===== config.mk =====
export PLATFORM = sky130hd
export DESIGN_NAME = contorl_unit_001
export DESIGN_NICKNAME = d
export VERILOG_FILES = /design/src/rtl/contorl_unit_001.sv
export SDC_FILE = /design/constraint.sdc
export NUM_CORES = 1
export LEC_CHECK = 0
export ABC_AREA = 1
export CAP_MARGIN = 30
export CORE_ASPECT_RATIO = 0.7
export CORE_MARGIN = 8
export CORE_UTILIZATION = 35
export CTS_CLUSTER_SIZE = 14
export DETAILED_ROUTE_END_ITERATION = 10
export HOLD_SLACK_MARGIN = 0.15
export PLACE_DENSITY = 0.68
export SETUP_SLACK_MARGIN = 0.3
export SLEW_MARGIN = 20
export SYNTH_ARGS = -nofsm -noshare
export SYNTH_HDL_FRONTEND = slang
export SYNTH_SLANG_ARGS = --single-unit

===== constraint.sdc =====
create_clock -name CLK -period 2 [get_ports CLK]
set_input_delay 0.5 -clock CLK [delete_from_list [all_inputs] [get_ports CLK]]
set_output_delay 0.5 -clock CLK [all_outputs]
set_load 0.02 [all_outputs]

===== src/rtl/contorl_unit_001.sv =====
// Microprogrammed control unit: an 8-bit control address register walks a fixed
// control ROM; CBR is the registered control word for the current address.
module contorl_unit_001 (
  input  logic        CLK,
  input  logic        RST,
  input  logic        zflag,
  input  logic [7:0]  IR,
  output logic [31:0] CBR
);

  localparam logic [13:0] B_PC_MAR  = 14'h0001;
  localparam logic [13:0] B_MEM_RD  = 14'h0002;
  localparam logic [13:0] B_MEM_MBR = 14'h0004;
  localparam logic [13:0] B_PC_INC  = 14'h0008;
  localparam logic [13:0] B_MBR_IR  = 14'h0010;
  localparam logic [13:0] B_IRA_MAR = 14'h0020;
  localparam logic [13:0] B_MBR_ACC = 14'h0040;
  localparam logic [13:0] B_ACC_MBR = 14'h0080;
  localparam logic [13:0] B_MEM_WR  = 14'h0100;
  localparam logic [13:0] B_ALU_ADD = 14'h0200;
  localparam logic [13:0] B_ALU_SUB = 14'h0400;
  localparam logic [13:0] B_ALU_ACC = 14'h0800;
  localparam logic [13:0] B_IRA_PC  = 14'h1000;
  localparam logic [13:0] B_HALT    = 14'h2000;

  logic [7:0]  car_q;
  logic [7:0]  car_d;
  logic [31:0] cbr_q;
  logic [31:0] cbr_d;

  function automatic logic [13:0] rom_bits(input logic [7:0] addr);
    logic [13:0] bits;
    case (addr)
      8'h00:   bits = B_PC_MAR;
      8'h01:   bits = B_MEM_RD | B_MEM_MBR | B_PC_INC;
      8'h02:   bits = B_MBR_IR;
      8'h10:   bits = B_IRA_MAR;
      8'h11:   bits = B_MEM_RD | B_MEM_MBR;
      8'h12:   bits = B_MBR_ACC;
      8'h20:   bits = B_IRA_MAR;
      8'h21:   bits = B_ACC_MBR;
      8'h22:   bits = B_MEM_WR;
      8'h30:   bits = B_IRA_MAR;
      8'h31:   bits = B_MEM_RD | B_MEM_MBR;
      8'h32:   bits = B_ALU_ADD | B_ALU_ACC;
      8'h40:   bits = B_IRA_MAR;
      8'h41:   bits = B_MEM_RD | B_MEM_MBR;
      8'h42:   bits = B_ALU_SUB | B_ALU_ACC;
      8'h50:   bits = 14'h0000;
      8'h51:   bits = B_IRA_PC;
      8'h60:   bits = B_IRA_PC;
      8'h70:   bits = B_HALT;
      default: bits = 14'h0000;
    endcase
    return bits;
  endfunction

  // Unknown opcodes fall back to fetch, so they behave as a NOP.
  function automatic logic [7:0] dispatch(input logic [7:0] op);
    logic [7:0] tgt;
    case (op)
      8'h01:   tgt = 8'h10;
      8'h02:   tgt = 8'h20;
      8'h03:   tgt = 8'h30;
      8'h04:   tgt = 8'h40;
      8'h05:   tgt = 8'h50;
      8'h06:   tgt = 8'h60;
      8'h07:   tgt = 8'h70;
      default: tgt = 8'h00;
    endcase
    return tgt;
  endfunction

  // IR and zflag are consulted only at their single decision microword each.
  function automatic logic [7:0] next_addr(input logic [7:0] addr,
                                           input logic [7:0] op,
                                           input logic       zf);
    logic [7:0] nxt;
    case (addr)
      8'h00:   nxt = 8'h01;
      8'h01:   nxt = 8'h02;
      8'h02:   nxt = dispatch(op);
      8'h10:   nxt = 8'h11;
      8'h11:   nxt = 8'h12;
      8'h20:   nxt = 8'h21;
      8'h21:   nxt = 8'h22;
      8'h30:   nxt = 8'h31;
      8'h31:   nxt = 8'h32;
      8'h40:   nxt = 8'h41;
      8'h41:   nxt = 8'h42;
      8'h50:   nxt = zf ? 8'h51 : 8'h00;
      8'h70:   nxt = 8'h70;
      default: nxt = 8'h00;
    endcase
    return nxt;
  endfunction

  // Next control address and the control word it selects.
  always_comb begin
    car_d = next_addr(car_q, IR, zflag);
    cbr_d = {car_d, 10'd0, rom_bits(car_d)};
  end

  // CBR is loaded with the word of the new address on the same edge as CAR.
  always_ff @(posedge CLK) begin
    if (RST) begin
      car_q <= 8'h00;
      cbr_q <= 32'h0000_0001;
    end else begin
      car_q <= car_d;
      cbr_q <= cbr_d;
    end
  end

  assign CBR = cbr_q;

endmodule


After elaboration in Yosys (flattened, before gate mapping)
Cells that the tools add are included.
Widths: inputs -> output; s select.
{ "word_totals": {"latchBits": 0, "input_bits": 11, "memories": 0, "ramBits": 0, "romBits": 0, "output_inout_bits": 32, "word_cells": 48, "reg_bits": 40} }
{ "op_classes": {"n_addsub": 0, "div_mod_pow": 0, "eq_ne": 36, "n_mux": 4, "n_bitwise": 0, "order_cmp": 0, "mul": 0, "shifts": 0, "n_reduce_logical": 5} }
{ "op_table": {"columns": ["op", "count"], "rows": [
  ["$pmux 14 s12", 1],
  ["$pmux 7 s13", 1],
  ["$eq 8x6->1 const B", 10],
  ["$eq 8x7->1 const B", 10],
  ["$pmux 7 s7", 1],
  ["$eq 8x5->1 const B", 5],
  ["$eq 8x2->1 const B", 4],
  ["$eq 8x3->1 const B", 4],
  ["$eq 8x1->1 const B", 3],
  ["$logic_not 8->1", 2],
  ["$mux 7", 1],
  ["$reduce_or 4->1", 1],
  ["$reduce_or 3->1", 1],
  ["$reduce_or 2->1", 1]
]} }

Longest topological paths before layout
Gate-level depths: netlist of the first run.
{ "logic_depth": {"word_depth": 6, "ltp_mapped": 16, "depth_no_buf": 15} }

Worst setup path before layout of the first run
OpenSTA, ideal clock, no wires.
{ "synth_timing": {"kind": "register to register", "from": "register car_q[6]", "to": "register cbr_q[5], in the netlist CBR[5]", "slack_ns": 0.405, "synth_period_minus_slack_ns": 1.595, "required_time_ns": 1.888, "setup_time_ns": 0.112, "path_stages_with_launch": 15, "path_buffers": 1, "arrival_time_ns": 1.483, "path_cell_list": "dfxtp_1 -> buf_6 -> inv_2 -> nand2_4 -> nor2_4 -> nand2_1 -> nand2_2 -> nor2_4 -> nand3_1 -> nand3_1 -> nand2_1 -> nor2_1 -> nand2_1 -> nand2_1 -> nor2_1"} }
{ "synth_via": {"elab_chain_len": 5, "word_cells_on_any_way": 36, "cone_classes": "eq/ne: 29; mux: 2; reduce/logical: 5"} }
{ "synth_lines": {"columns": ["element", "line_no", "rtl"], "rows": [
  ["start: declaration", "26", "logic [7:0] car_q;"],
  ["start signal: assignment", "110", "car_q <= car_d;"],
  ["$eq 8x7->1, or another cell as far along", "79", "case (addr)"],
  ["$pmux 7 s13 (*)", "79", null],
  ["$eq 8x7->1, or another cell as far along", "33", "case (addr)"],
  ["$reduce_or 4->1 (no line), or another cell as far along", null, null],
  ["$pmux 14 s12 (*)", "33", null],
  ["end signal: assignment", "111", "cbr_q <= cbr_d;"],
  ["end: declaration", "28", "logic [31:0] cbr_q;"]
]} }
Mark *: on every way between the ends. The rest lies on a longest branch, timed or not.
A chain may end at the register's enable or synchronous reset.

Worst setup path after layout of the first run
{ "layout_timing": {"from": "register cbr_q[5], in the netlist CBR[5]", "to": "output port CBR[5]"} }
{ "layout_lines": {"columns": ["element", "line_no", "rtl"], "rows": [
  ["end: declaration", "8", "output logic [31:0] CBR"]
]} }
No word-level cell between the ends.

==> flow_metrics.tcl, run 1 <==
set metrics [dict create \
    vias 1132 \
    synthCells 145 \
    crit_slowest_cell "clkdlybuf4s50_1" \
    grt_pass1_wl_um 4830 \
    syn_area_um2 1060 \
    peakVddDrop_v 0.000324 \
    fin_crit_ns 1.67 \
    wl_per_cell_um 13.8 \
    post-place-ws_ns -0.0992 \
    rsz0062_at_grt "true" \
    worst_setup_path_start_kind "flip-flop" \
    worstSkewPairLatency_ns 0.25 \
    yosys.area_share.simple_pct 44.3 \
    synth_top_family_by_area "simple AND/OR/NAND/NOR gates" \
    grt_pass1_vias 1051 \
    hpwl_um 2140 \
    hp-class "reg -> reg" \
    drc_errors 0 \
    skew_ns 0.00169 \
    cp.arrival_ns 1.17 \
    synth.distinct_cells 23 \
    antenna_found_initial 0 \
    slew_violations 0 \
    path_clk_slew_ns 0.07 \
    async_reset_ff_share_pct 0 \
    worstHoldPathCells 2 \
    area_growth_pct 53.2 \
    finalSetupViolations 0 \
    multi_input_area_um2 583 \
    die-width_um 81.7 \
    worstReg2RegEnd "CBR[5]" \
    cts_root_buffer "clkbuf_8" \
    setup_slack_ns 0.333 \
    seq_power_share_pct 44.8 \
    synth_top_area_cell "dfxtp_1" \
    num_rows 16 \
    final_nets 211 \
    finalHoldViolations 0 \
    clock-sinks 18 \
    critPathMaxFanout 1 \
    path_class "reg -> out" \
    dp_cells 213 \
    synth_compound_area_share_pct 2.37 \
    cts.hold.buffers_added 0 \
    max_freq_mhz 600 \
    synth-edff-count 0 \
    critPathMaxStageDelay_ns 0.61 \
    outcome "finished clean" \
    power.switching_uw 232 \
    start_util_pct 37.1 \
    synth_common_cells "nand2_1 (24), nor2_1 (24), dfxtp_1 (18), buf_4 (14), nand4_1 (11)" \
    ys_seq_area_share_pct 34.1 \
    switching_share_pct 27.8 \
    first_iter_violations 188 \
    min_to "CBR[10]" \
    min_from "car_q[6]" \
    routed_wl_um 3240 \
    reg2reg_from "CBR[29]" \
    muxShareOfSynthArea_pct 0 \
    path_buf_inv 1 \
    drive_gt1_share_pct 36.2 \
    grt_max_degree 12 \
    p_clk_share_pct 35.3 \
    reg2reg_slack_ns 0.36 \
    p_leak_uw 0.000902 \
    synthAdderAreaFrac_pct 0 \
    fillCellCount 245 \
    drtPass1Iterations 4 \
    port_buffers 29 \
    ant_nets 0 \
    cp.depth 1 \
    cts_tree "built" \
    p_comb_share_pct 19.9 \
    cpLargestDelayFamily "buffers and inverters" \
    cts_buffers 3 \
    cap_viol_max_count 0 \
    p_int_uw 603 \
    synth_top_cell_area_share_pct 34.1 \
    avgSynthCellArea_um2 7.28 \
    cts_buffer_depth 2 \
    reg2reg_depth 12 \
    cp_cell_sequence "clkdlybuf4s50_1" \
    insertedDiodeCount 0 \
    tns_ns 0 \
    endpoint_kind "primary output" \
    synthXorXnorAreaFrac_pct 0 \
    core_um2 2840 \
    finalCritPeriodShare_pct 83.4 \
    final_area_um2 1620 \
    ys_ff_latch 18 \
    regArea_um2 374 \
    ys_warn_count 0 \
    avgViaCountPerCell 4.82 \
    die_h_um 62.0 \
    synth.area.top_cells "dfxtp_1 (34%), buf_4 (10%), nand2_1 (8.5%)" \
    ioPinCount 43 \
    overflow 0 \
    power_density_nw_per_um2 516 \
    placed_cell_area_um2 1360 \
    final_cells 235 \
    synth_flop_cell "dfxtp_1" \
    die_area_um2 5060 \
    htreeDepth 1 \
    place_congestion 0.944 \
    track_usage_pct 12.2 \
    cp.required_ns 1.50 \
]
state kept, by name (all words and copies together) (netlist names):
signal / count
CBR: 17
car_q: 1
layout by cell type (no fill, tap or decap), types with 2 or more instances in the layout:
cell             count
dfxtp_1             13
dlygate4sd2_1        8
inv_2                7
nand2_4              3
conb_1              13
a21oi_1              2
nand2_1             20
nor2_2               4
clkbuf_2             2
nand3_1              7
dfxtp_2              2
clkdlybuf4s50_1      7
buf_4               25
inv_1                6
clkdlybuf4s15_1      4
nand3_2              4
clkbuf_8             4
nor2_1              21
nand2_2              9
nor2_4               5
nand4_1             11
dlymetal6s2s_1       9
dfxtp_4              3
nor3_1               2
layout make-up:
cell class / count / area share [%]
clock buffers: 4 / 3.40
well taps: 36 / 2.78
multi-input cells: 106 / 36.0
flip-flops and latches: 18 / 23.1
inverters: 15 / 3.63
repair buffers: 56 / 31.0
how the worst max path moves through the flow:
stage / to / slack [ns] / start
after floorplan: CBR[5] / 0.41 / car_q[6]
after global placement: CBR[5] / -0.05 / IR[7]
after detailed placement: CBR[5] / -0.1 / IR[7]
after CTS: CBR[28] / 0.07 / CBR[28]
after global routing: CBR[12] / 0.24 / CBR[29]
final: CBR[5] / 0.33 / CBR[5]
layer usage:
layer / wire length (um) / global-route usage [%]
met1: 1270 / 15.2
met2: 1600 / 20.7
met3: 318 / 3.45
met4: 44 / 2.74
met5: 0 / 0
metrics by stage:
step / hold slack (ns) / utilization, % / power [uW]
final: 0.555 / 56.9 / 835
after CTS: 0.553 / 52.1 / 836
after global placement: 0.617 / 47.9 / 543
after global routing: 0.577 / 56.9 / 881
after detailed placement: 0.628 / 47.9 / 546
after floorplan: 0.584 / - / 503
power groups by stage:
stage / logic, uW / registers, uW / clock network (uW)
6_report: 166 / 374 / 295
5_1_grt: 181 / 376 / 324
4_1_cts: 153 / 378 / 306
3_5_place_dp: 159 / 386 / 0
3_3_place_gp: 158 / 385 / 0
2_1_floorplan: 104 / 399 / 0
repair_timing:
action	CTS	global route
buffers inserted	8	10
resized for setup	21	30
cloned	0	0
setup endpoints to repair	7	11
pin swaps	21	25
cells by family (layout without fill, tap and decap cells):
kind of cell    after synthesis  in the layout
flops                        18             18
other cells                   1             13
simple gates                 88             88
buf+inv                      33             75
compound gates                5              5
No activity file was read; power rests on OpenSTA's default activity.
==> run 2, diff against run 1 <==
clock period = 1.6 ns   (was 2 ns; I/O delays follow)
==> run 2 against run 1 <==
Against the previous run: sequential share of layout area hardly changed; critical path depth is 13 higher; sequential power up 25%; flip-flop and latch count unchanged; routed wire length down 2.6%; clock power increased by 6%; setup slack worse by 0.33 ns; cell count increased by 3.0%; critical path type is now reg -> reg; largest cell class unchanged; highest routed layer unchanged.
==> flow_metrics.tcl, run 2 (synthesis results as in run 1) <==
set metrics [dict create \
    insertedDiodeCount 0 \
    drtPass1Iterations 4 \
    path_class "reg -> reg" \
    worstSkewPairLatency_ns 0.25 \
    rsz0062_at_grt "true" \
    final_common_cell "buf_4" \
    cts_tree "built" \
    overflow 0 \
    area_growth_pct 54.4 \
    drive_gt1_share_pct 45.1 \
    cts_root_buffer "clkbuf_8" \
    track_usage_pct 12.4 \
    grt_pass1_wl_um 4950 \
    p_comb_share_pct 21.6 \
    core_um2 2840 \
    final_area_um2 1630 \
    seq_power_share_pct 46.9 \
    die_h_um 62.0 \
    grt_pass1_vias 1124 \
    avgViaCountPerCell 4.67 \
    cp.required_ns 1.75 \
    endpoint_kind "flip-flop" \
    finalCritPeriodShare_pct 99.9 \
    mostFrequentLayoutCells "buf_4 (31), nand2_1 (18), nor2_1 (18)" \
    critPathMaxFanout 7 \
    ioPinCount 43 \
    cts_buffer_depth 2 \
    switching_share_pct 29.1 \
    num_rows 16 \
    slew_violations 0 \
    first_iter_violations 118 \
    cts_buffers 3 \
    htreeDepth 1 \
    peakVddDrop_v 0.000389 \
    max_freq_mhz 626 \
    cap_viol_max_count 0 \
    finalHoldViolations 0 \
    placed_cell_area_um2 1420 \
    die-width_um 81.7 \
    final_cells 242 \
    fillCellCount 245 \
    vias 1131 \
    fin_crit_ns 1.60 \
    power_density_nw_per_um2 612 \
    antenna_found_initial 0 \
    grt_max_degree 12 \
    post-place-ws_ns -0.474 \
    cts.hold.buffers_added 0 \
    routed_wl_um 3150 \
    p_int_uw 707 \
    clock-sinks 18 \
    outcome "finished clean" \
    final_nets 218 \
    finalSetupViolations 0 \
    ant_nets 0 \
    cp.arrival_ns 1.75 \
    drc_errors 0 \
    hp-class "reg -> reg" \
    setup_slack_ns 0.00143 \
    start_util_pct 37.1 \
    power.switching_uw 290 \
    skew_ns 0.00451 \
    largest_reg_flops 17 \
    dp_cells 218 \
    port_buffers 29 \
    worst_setup_path_start_kind "flip-flop" \
    p_leak_uw 0.000808 \
    hpwl_um 2240 \
    place_congestion 0.913 \
    wl_per_cell_um 13.0 \
    p_clk_share_pct 31.5 \
    regArea_um2 377 \
    die_area_um2 5060 \
    path_clk_slew_ns 0.07 \
    multi_input_area_um2 599 \
]
==> run 2: changes by cell type in the layout (fill, tap and decap cells not counted), moves of 3 or more <==
cell and delta:
nand2_2 +3, clkdlybuf4s15_1 +7, buf_4 +6, clkbuf_2 +5, nor2_1 -3, buf_6 +3
dlymetal6s2s_1 -9, clkdlybuf4s50_1 -6, nor2_2 +3
==> run 2: path summary, 6_finish.rpt <==
check          start      end  depth (start not counted)  slack (ns)
max          CBR[29]  CBR[12]                         14       0.001
min          CBR[29]   CBR[9]                          2        0.59
min reg2reg  CBR[29]   CBR[9]                          2        0.59
max reg2reg  CBR[29]  CBR[12]                         14       0.001
==> run 2: worst max-delay path, cell delays in order, from the launching register on <==
cell and delay (ns):
dfxtp_4 0.39, nor2_8 0.16, nand2_4 0.06, nor2_4 0.12
nand2_2 0.09, nand2_4 0.08, nand2_2 0.05, nand2_1 0.06
nand2_1 0.07, nor2_2 0.10, nand2_1 0.07, nor2_1 0.08
nand2_1 0.06, nand2_2 0.06, nor2_1 0.04
==> run 2: what timing repair did <==
item,in CTS,in global routing
gates resized for setup,63,24
endpoints found under the setup margin,30,26
pin swaps,29,18
setup buffers,13,7
==> run 2: metal layers <==
layer	share of wire, %	wire length (um)	vias up	track usage (%)
met5	0	0	-	0
met3	8.6	271	2	4.17
met1	43	1360	520	14.6
li1	-	-	557	-
met2	48	1510	52	21.8
met4	0.22	7	0	2.24
==> run 2: final cells by class <==
cell class	instances	share of cell area, %
well taps	36	2.76
multi-input cells	106	36.8
flip-flops and latches	18	23.1
clock inverters	1	0.230
inverters	15	3.68
repair buffers	63	30.9
clock buffers	3	2.53
==> run 2: per-stage QoR <==
step           utilization, %  total power [uW]  hold WS, ns  TNS (ns)
4_1_cts                  55.3               998        0.596         0
3_3_place_gp             49.9               676        0.491     -2.03
3_5_place_dp             49.9               680        0.504     -2.75
2_1_floorplan               -               625        0.476         0
6_report                 57.4               997        0.594         0
5_1_grt                  57.4              1050        0.626    -0.286
==> run 2: power by group through the flow <==
stage | Sequential [uW] | Clock (uW) | Combinational [uW]
floorplan | 494 | 0 | 130
global placement | 478 | 0 | 198
detailed placement | 479 | 0 | 201
CTS | 469 | 323 | 206
global route | 470 | 343 | 234
finish | 468 | 314 | 215
==> run 3, diff against run 2 <==
HOLD_SLACK_MARGIN = 0.08   (was 0.15)
==> results of run 3 <==
The final DEF is identical to that of run 2; final timing and power are the same.
